### config.mk
export PLATFORM = sky130hd
export DESIGN_NAME = decode_imm_stage
export DESIGN_NICKNAME = d
export VERILOG_FILES = /design/src/rtl/decode_imm_stage.sv
export SDC_FILE = /design/constraint.sdc
export NUM_CORES = 1
export LEC_CHECK = 0
export ABC_AREA = 1
export BUFFER_PORTS_ARGS = -buffer_cell sky130_fd_sc_hd__buf_2
export CORE_UTILIZATION = 59
export DETAILED_ROUTE_END_ITERATION = 10
export PLACE_DENSITY_LB_ADDON = 0.25
export SYNTH_ARGS = -nofsm -noshare
export SYNTH_HDL_FRONTEND = slang
export SYNTH_SLANG_ARGS = --single-unit
export TNS_END_PERCENT = 10
### constraint.sdc
create_clock -name clk -period 3.3 [get_ports clk]
set_input_delay 0.33 -clock clk [delete_from_list [all_inputs] [get_ports clk]]
set_output_delay 0.33 -clock clk [all_outputs]
set_load 0.1 [all_outputs]
### src/rtl/decode_imm_stage.sv
// ---------------------------------------------------------------------------
// decode_imm_stage
//
// Purpose:
//   Pipeline stage between the opcode decoder and the register-read stage.
//   It expands the immediate field of the incoming instruction according to
//   the format chosen by the opcode decoder. The instruction, its address and
//   the expanded immediate pass through a two-entry skid buffer, so in_ready
//   is a pure register output with no combinational path from out_ready.
//
// Ports:
//   clk          - clock, all state updates on the rising edge
//   rst          - synchronous active-high reset
//   in_valid     - upstream slot holds an instruction
//   in_ready     - stage can accept an instruction this cycle (registered)
//   in_instr     - raw 32-bit instruction word
//   in_pc        - 32-bit instruction address
//   in_imm_type  - immediate format (IMM_NONE/I/S/B/U/J/C, 3-bit encoding)
//   flush        - discard every held and incoming instruction
//   out_valid    - output slot holds a result
//   out_ready    - downstream accepts this cycle
//   out_instr    - forwarded instruction word
//   out_pc       - forwarded instruction address
//   out_imm      - expanded 32-bit immediate
// ---------------------------------------------------------------------------
module decode_imm_stage (
    input  logic        clk,
    input  logic        rst,
    input  logic        in_valid,
    output logic        in_ready,
    input  logic [31:0] in_instr,
    input  logic [31:0] in_pc,
    input  logic [2:0]  in_imm_type,
    input  logic        flush,
    output logic        out_valid,
    input  logic        out_ready,
    output logic [31:0] out_instr,
    output logic [31:0] out_pc,
    output logic [31:0] out_imm
);

    // Immediate format encoding shared with the opcode decoder.
    localparam logic [2:0] IMM_NONE = 3'd0;
    localparam logic [2:0] IMM_I    = 3'd1;
    localparam logic [2:0] IMM_S    = 3'd2;
    localparam logic [2:0] IMM_B    = 3'd3;
    localparam logic [2:0] IMM_U    = 3'd4;
    localparam logic [2:0] IMM_J    = 3'd5;
    localparam logic [2:0] IMM_C    = 3'd6;

    // Main slot drives the outputs; the skid slot catches the one
    // instruction that can arrive while the main slot is stalled.
    logic        main_valid_q, main_valid_d;
    logic [31:0] main_instr_q, main_instr_d;
    logic [31:0] main_pc_q,    main_pc_d;
    logic [31:0] main_imm_q,   main_imm_d;
    logic        skid_valid_q, skid_valid_d;
    logic [31:0] skid_instr_q, skid_instr_d;
    logic [31:0] skid_pc_q,    skid_pc_d;
    logic [31:0] skid_imm_q,   skid_imm_d;

    logic [31:0] imm_exp;
    logic        accept;
    logic        out_fire;

    // Immediate expansion on the input side so it is registered together
    // with the instruction it belongs to.
    always_comb begin
        imm_exp = 32'h0;
        case (in_imm_type)
            IMM_I:   imm_exp = {{20{in_instr[31]}}, in_instr[31:20]};
            IMM_S:   imm_exp = {{20{in_instr[31]}}, in_instr[31:25], in_instr[11:7]};
            IMM_B:   imm_exp = {{19{in_instr[31]}}, in_instr[31], in_instr[7],
                                in_instr[30:25], in_instr[11:8], 1'b0};
            IMM_U:   imm_exp = {in_instr[31:12], 12'b0};
            IMM_J:   imm_exp = {{11{in_instr[31]}}, in_instr[31], in_instr[19:12],
                                in_instr[20], in_instr[30:21], 1'b0};
            IMM_C:   imm_exp = {27'b0, in_instr[19:15]};
            IMM_NONE: imm_exp = 32'h0;
            default: imm_exp = 32'h0;
        endcase
    end

    // in_ready is simply the inverse of the registered skid valid bit, so it
    // never sees out_ready combinationally. Flush suppresses any accept.
    assign in_ready = !skid_valid_q;
    assign accept   = in_valid && in_ready && !flush;
    assign out_fire = main_valid_q && out_ready;

    // Next-state of the skid buffer. When the main slot is empty or draining
    // it refills from the skid slot first (preserving order), otherwise from
    // the input. A stalled main slot pushes a new accept into the skid slot.
    // Flush only clears the valid bits; stale data is harmless.
    always_comb begin
        main_valid_d = main_valid_q;
        main_instr_d = main_instr_q;
        main_pc_d    = main_pc_q;
        main_imm_d   = main_imm_q;
        skid_valid_d = skid_valid_q;
        skid_instr_d = skid_instr_q;
        skid_pc_d    = skid_pc_q;
        skid_imm_d   = skid_imm_q;

        if (flush) begin
            main_valid_d = 1'b0;
            skid_valid_d = 1'b0;
        end else if (!main_valid_q || out_fire) begin
            if (skid_valid_q) begin
                main_valid_d = 1'b1;
                main_instr_d = skid_instr_q;
                main_pc_d    = skid_pc_q;
                main_imm_d   = skid_imm_q;
                skid_valid_d = 1'b0;
            end else begin
                main_valid_d = accept;
                if (accept) begin
                    main_instr_d = in_instr;
                    main_pc_d    = in_pc;
                    main_imm_d   = imm_exp;
                end
            end
        end else if (accept) begin
            skid_valid_d = 1'b1;
            skid_instr_d = in_instr;
            skid_pc_d    = in_pc;
            skid_imm_d   = imm_exp;
        end
    end

    // State registers; reset clears valid bits and data so the outputs read
    // zero straight after reset.
    always_ff @(posedge clk) begin
        if (rst) begin
            main_valid_q <= 1'b0;
            main_instr_q <= 32'h0;
            main_pc_q    <= 32'h0;
            main_imm_q   <= 32'h0;
            skid_valid_q <= 1'b0;
            skid_instr_q <= 32'h0;
            skid_pc_q    <= 32'h0;
            skid_imm_q   <= 32'h0;
        end else begin
            main_valid_q <= main_valid_d;
            main_instr_q <= main_instr_d;
            main_pc_q    <= main_pc_d;
            main_imm_q   <= main_imm_d;
            skid_valid_q <= skid_valid_d;
            skid_instr_q <= skid_instr_d;
            skid_pc_q    <= skid_pc_d;
            skid_imm_q   <= skid_imm_d;
        end
    end

    assign out_valid = main_valid_q;
    assign out_instr = main_instr_q;
    assign out_pc    = main_pc_q;
    assign out_imm   = main_imm_q;

endmodule

# [After elaboration in Yosys (flattened, before gate mapping)]
# Index checks and enable logic that the tools add are counted.
[word_totals] register_bits=194 in_bits=72 out_inout_bits=98
[op_classes] eq_ne=6 bitwise_logic=2 muxes=8 reduce_logical=12
[ops] op="$mux W32" count=6
[ops] op="$pmux W32 S6" count=1
[ops] op="$eq A3 B3 Y1 const B" count=3
[ops] op="$eq A3 B2 Y1 const B" count=2
[ops] op="$reduce_and A3 Y1" count=2
[ops] op="$eq A3 B1 Y1 const B" count=1
[ops] op="$logic_and A1 B1 Y1" count=3
[ops] op="$logic_not A1 Y1" count=3
[ops] op="$reduce_or A3 Y1" count=1
[ops] op="$not A1 Y1" count=2
[ops] op="$reduce_bool A2 Y1" count=1
[ops] op="$reduce_or A2 Y1" count=1
[ops] op="$logic_or A1 B1 Y1" count=1
[ops] op="$mux W1" count=1

# [Logic depth before layout (Yosys ltp)]
[logic_depth] depth_word=5 ltp_mapped=9 depth_no_buf=8

# [Least setup slack after synthesis]
# Ideal clock, no wire load.
[synth_path] kind="register to register" start="register main_valid_q, in the netlist out_valid" end="register skid_instr_q[18]" setup_ps=119 required_time_ps=3181 arrival_time_ps=1957 n_path_buf=2 setup_slack_ps=1223 path_stages_with_launch=8 period_less_slack_ps=2077 path_cell_list="dfxtp_1 -> inv_1 -> nor2_2 -> nand2_1 -> nor2_4 -> buf_2 -> buf_2 -> a21oi_1"
[synth_via] elab_chain_len=4
[synth_lines] item="start, declared" line_no="53" source="logic main_valid_q, main_valid_d;"
[synth_lines] item="start signal, assigned" line_no="143" source="main_valid_q <= main_valid_d;"
[synth_lines] item="$logic_not A1 Y1 or $logic_and A1 B1 Y1 (tied branches)" line_no="107, 88"
[synth_lines] item="$logic_or A1 B1 Y1 (*)" line_no="107" source="end else if (!main_valid_q || out_fire) begin"
[synth_lines] item="$not A1 Y1 (no source line) (*)"
[synth_lines] item="$reduce_and A3 Y1 (no source line) (*)"
[synth_lines] item="end signal, assigned" line_no="148" source="skid_instr_q <= skid_instr_d;"
[synth_lines] item="end, declared" line_no="58" source="logic [31:0] skid_instr_q, skid_instr_d;"
# Mark *: on every way between the ends. The rest lies on a longest branch, timed or not.
# A chain may end at the register's enable or synchronous reset.

# [Worst setup path in the final report]
[layout_path] start="register skid_valid_q" end="output port in_ready"
[layout_via] elab_chain_len=1
[layout_lines] item="start, declared" line_no="57" source="logic skid_valid_q, skid_valid_d;"
[layout_lines] item="start signal, assigned" line_no="147" source="skid_valid_q <= skid_valid_d;"
[layout_lines] item="$logic_not A1 Y1" line_no="86" source="assign in_ready = !skid_valid_q;"
[layout_lines] item="end, declared" line_no="30" source="output logic in_ready,"
# Every way passes these cells.

==> results.py <==
metrics = {
    "cts": {
        "clk_pin_slew_ps": 70,
        "clk_latency_ps": 430,
        "cts_tree": "yes",
        "htreeDepth": 4,
        "clockBufferDepth": 2,
        "postCtsSetupBuffers": 0,
        "cts.sinks": 194,
        "cts_resized": 0,
        "ctsHoldBuffers": 0,
        "clock-root-buffer": "clkbuf_16",
        "numCtsBuffers": 17,
    },
    "floorplan": {
        "num_rows": 42,
        "die_w_um": 121,
        "initial_core_util_pct": 61.5,
        "dieArea_mm2": 0.0146,
        "die_h_um": 121,
        "coreArea_mm2": 0.0135,
        "boundaryPins": 170,
    },
    "hold_path": {
        "hold_path_class": "in2reg",
    },
    "final_layout": {
        "layout_common_cells": "nand2_1 (290), nor2_1 (285), o21ai_0 (193), dfxtp_1 (193), buf_2 (169)",
        "num_antenna_cells": 0,
        "final_core_util_pct": 71.9,
        "final_common_cell": "nand2_1",
        "postLayoutCellArea_mm2": 0.00971,
        "final_nets": 1426,
        "stdcell_count": 1542,
        "syn_to_final_growth_pct": 16.9,
        "drive_above_1_share_pct": 16.5,
        "fillers": 1154,
    },
    "power_and_ir_drop": {
        "power.total_mw": 5.50,
        "power.internal_mw": 3.85,
        "worst_ir_drop_vdd_mv": 0.466,
        "p_clk_share_pct": 39.1,
        "p_leak_nw": 4.70,
        "power_switching_mw": 1.65,
        "pwr-share-comb_pct": 16.5,
        "pwr-share-seq_pct": 44.5,
        "power.density_mw_per_mm2": 567,
        "switching_share_pct": 30.0,
    },
    "drt": {
        "via_count": 8124,
        "first_pass_iters": 5,
        "initialDrtViolationCount": 780,
        "routed_wl_mm": 20.8,
        "routedWlPerCell_um": 13.5,
        "detail-route-antenna-nets": 0,
        "drc": 0,
        "via_per_inst": 5.27,
    },
    "logic_synthesis": {
        "synth_top_family_by_area": "simple AND/OR/NAND/NOR gates",
        "postSynthAreaPerCell_um2": 6.71,
        "syn_inst": 1237,
        "synth_area_leaders": "dfxtp_1 (47%), nand2_1 (13%), nor2_1 (13%)",
        "syn-num-nets": 1309,
        "synthAdderAreaFrac_pct": 0,
        "synth.largest_area_cell": "dfxtp_1",
        "muxShareOfSynthArea_pct": 0,
        "synth_top_cell_area_share_pct": 46.8,
        "ys_ff_latch": 194,
        "synthXorXnorAreaFrac_pct": 0,
        "yosysSeqAreaShare_pct": 46.8,
        "syn_area_mm2": 0.00830,
        "synthSimpleGateAreaFrac_pct": 28.7,
        "synth-compound-area-share_pct": 16.2,
        "ys_types": 22,
        "synth_warnings": 0,
    },
    "global_route": {
        "grt_pass1_vias": 7086,
        "grt_pass1_wl_mm": 34.1,
        "antenna_found_initial": 0,
        "grt_usage_pct": 29.3,
        "grt_max_degree": 117,
        "grt_overflow_total": 0,
    },
    "place": {
        "io_buffer_count": 169,
        "gp_congestion": 0.878,
        "hpwl_mm": 13.0,
        "pre_cts_ws_ps": 1060,
        "post_dp_cell_area_mm2": 0.00909,
        "dpl.cell_count": 1511,
    },
    "sta": {
        "setup_slack_ps": 907,
        "max_slew_margin_pct": 21.6,
        "fin_crit_sh_pct": 72.5,
        "min_period_ps": 2390,
        "rsz0062_at_grt": "false",
        "whs_ps": 139,
        "final_max_slew_viol_count": 0,
        "fin_setup_tns_ps": 0,
        "final-setup-viol-count": 0,
        "max_freq_ghz": 0.418,
        "skew_ps": 5.02,
        "hold_viol_final": 0,
        "worst_slew_pin_slew_ps": 1180,
    },
    "run_status": {
        "status": "finished clean",
    },
    "worst_setup_path": {
        "path_delay_family": "buffers and inverters",
        "critPathArrivalTime_ps": 2060,
        "cpPeakStageDelay_ps": 480,
        "reg2reg_slack_ps": 1020,
        "required_ps": 2970,
        "path_cells": "inv_4 > buf_4 > buf_2",
        "cp_max_fo": 52,
        "critPathCaptureType": "output pin",
        "critPathLaunchType": "register",
        "cp.buffers_inverters": 3,
        "path_class": "reg2out",
        "cp_slowest_cell": "buf_2",
    },
    "run": {
        "maxCapViolCount": 0,
    },
}
per-layer routing:
layer	GRT usage (%)	routed length [um]	vias to the layer above
li1	-	-	4128
met1	39.7	9420	3671
met2	47.2	9470	297
met3	5.57	1600	28
met4	9.26	304	0
met5	0	0	-
area by class of cell:
cell class | count | area, um2 | area share [%]
Inverter | 78 | 298 | 3.07
Clock inverter | 9 | 129 | 1.33
Clock buffer | 22 | 484 | 4.99
Timing Repair Buffer | 181 | 961 | 9.90
Tap cell | 176 | 220 | 2.27
Sequential cell | 194 | 3890 | 40.0
Multi-Input combinational cell | 882 | 3730 | 38.4
registers in the layout (all words and copies together), names as in the netlist:
name and cells:
skid_instr_q 32, out_valid 1, out_pc 32, skid_valid_q 1, out_instr 32, skid_imm_q 32
out_imm 32, skid_pc_q 32
cell usage after synthesis:
cell type / number
clkbuf_2: 1
nand2_1: 291
nand2_4: 2
inv_4: 1
nor2_1: 285
clkbuf_1: 36
buf_6: 2
dfxtp_1: 194
nand2_2: 2
o21ai_1: 4
nand4_1: 1
o31ai_1: 1
buf_2: 32
buf_1: 4
nand3_1: 30
a21oi_1: 70
nor2_2: 1
inv_1: 74
buf_4: 8
o21ai_0: 193
inv_2: 3
nor2_4: 2
power by group through the flow:
| stage | Combinational, mW | Clock (mW) | Sequential, mW |
|---|---|---|---|
| 5_1_grt | 0.967 | 2.27 | 2.45 |
| 6_report | 0.905 | 2.15 | 2.45 |
| 4_1_cts | 0.904 | 2.16 | 2.45 |
| 3_5_place_dp | 0.898 | 0 | 2.50 |
| 3_3_place_gp | 0.892 | 0 | 2.50 |
| 2_1_floorplan | 0.260 | 0 | 2.96 |
cell families (layout without fill, tap and decap cells):
logic type             after synthesis  after routing
AO/OA/AOI/OAI                      268            268
buffers and inverters              161            290
flip-flops                         194            194
AND/OR/NAND/NOR                    614            614
worst reg2reg max path: cells and delay by family, from the launching register on:
kind            cells  cell delay [ps]
buf+inv             2             1110
simple gates        4              640
flops               1              350
compound gates      1               50
path summary, 6_finish.rpt:
check                                       from               end  cells past startpoint
worst max-delay path                skid_valid_q          in_ready                      3
worst min-delay path                 in_instr[3]   skid_instr_q[3]                      3
worst max register to register      skid_valid_q       out_imm[21]                      7
worst min register to register  skid_instr_q[28]  skid_instr_q[28]                      2
Note: power is estimated with default switching activity, not from simulation.
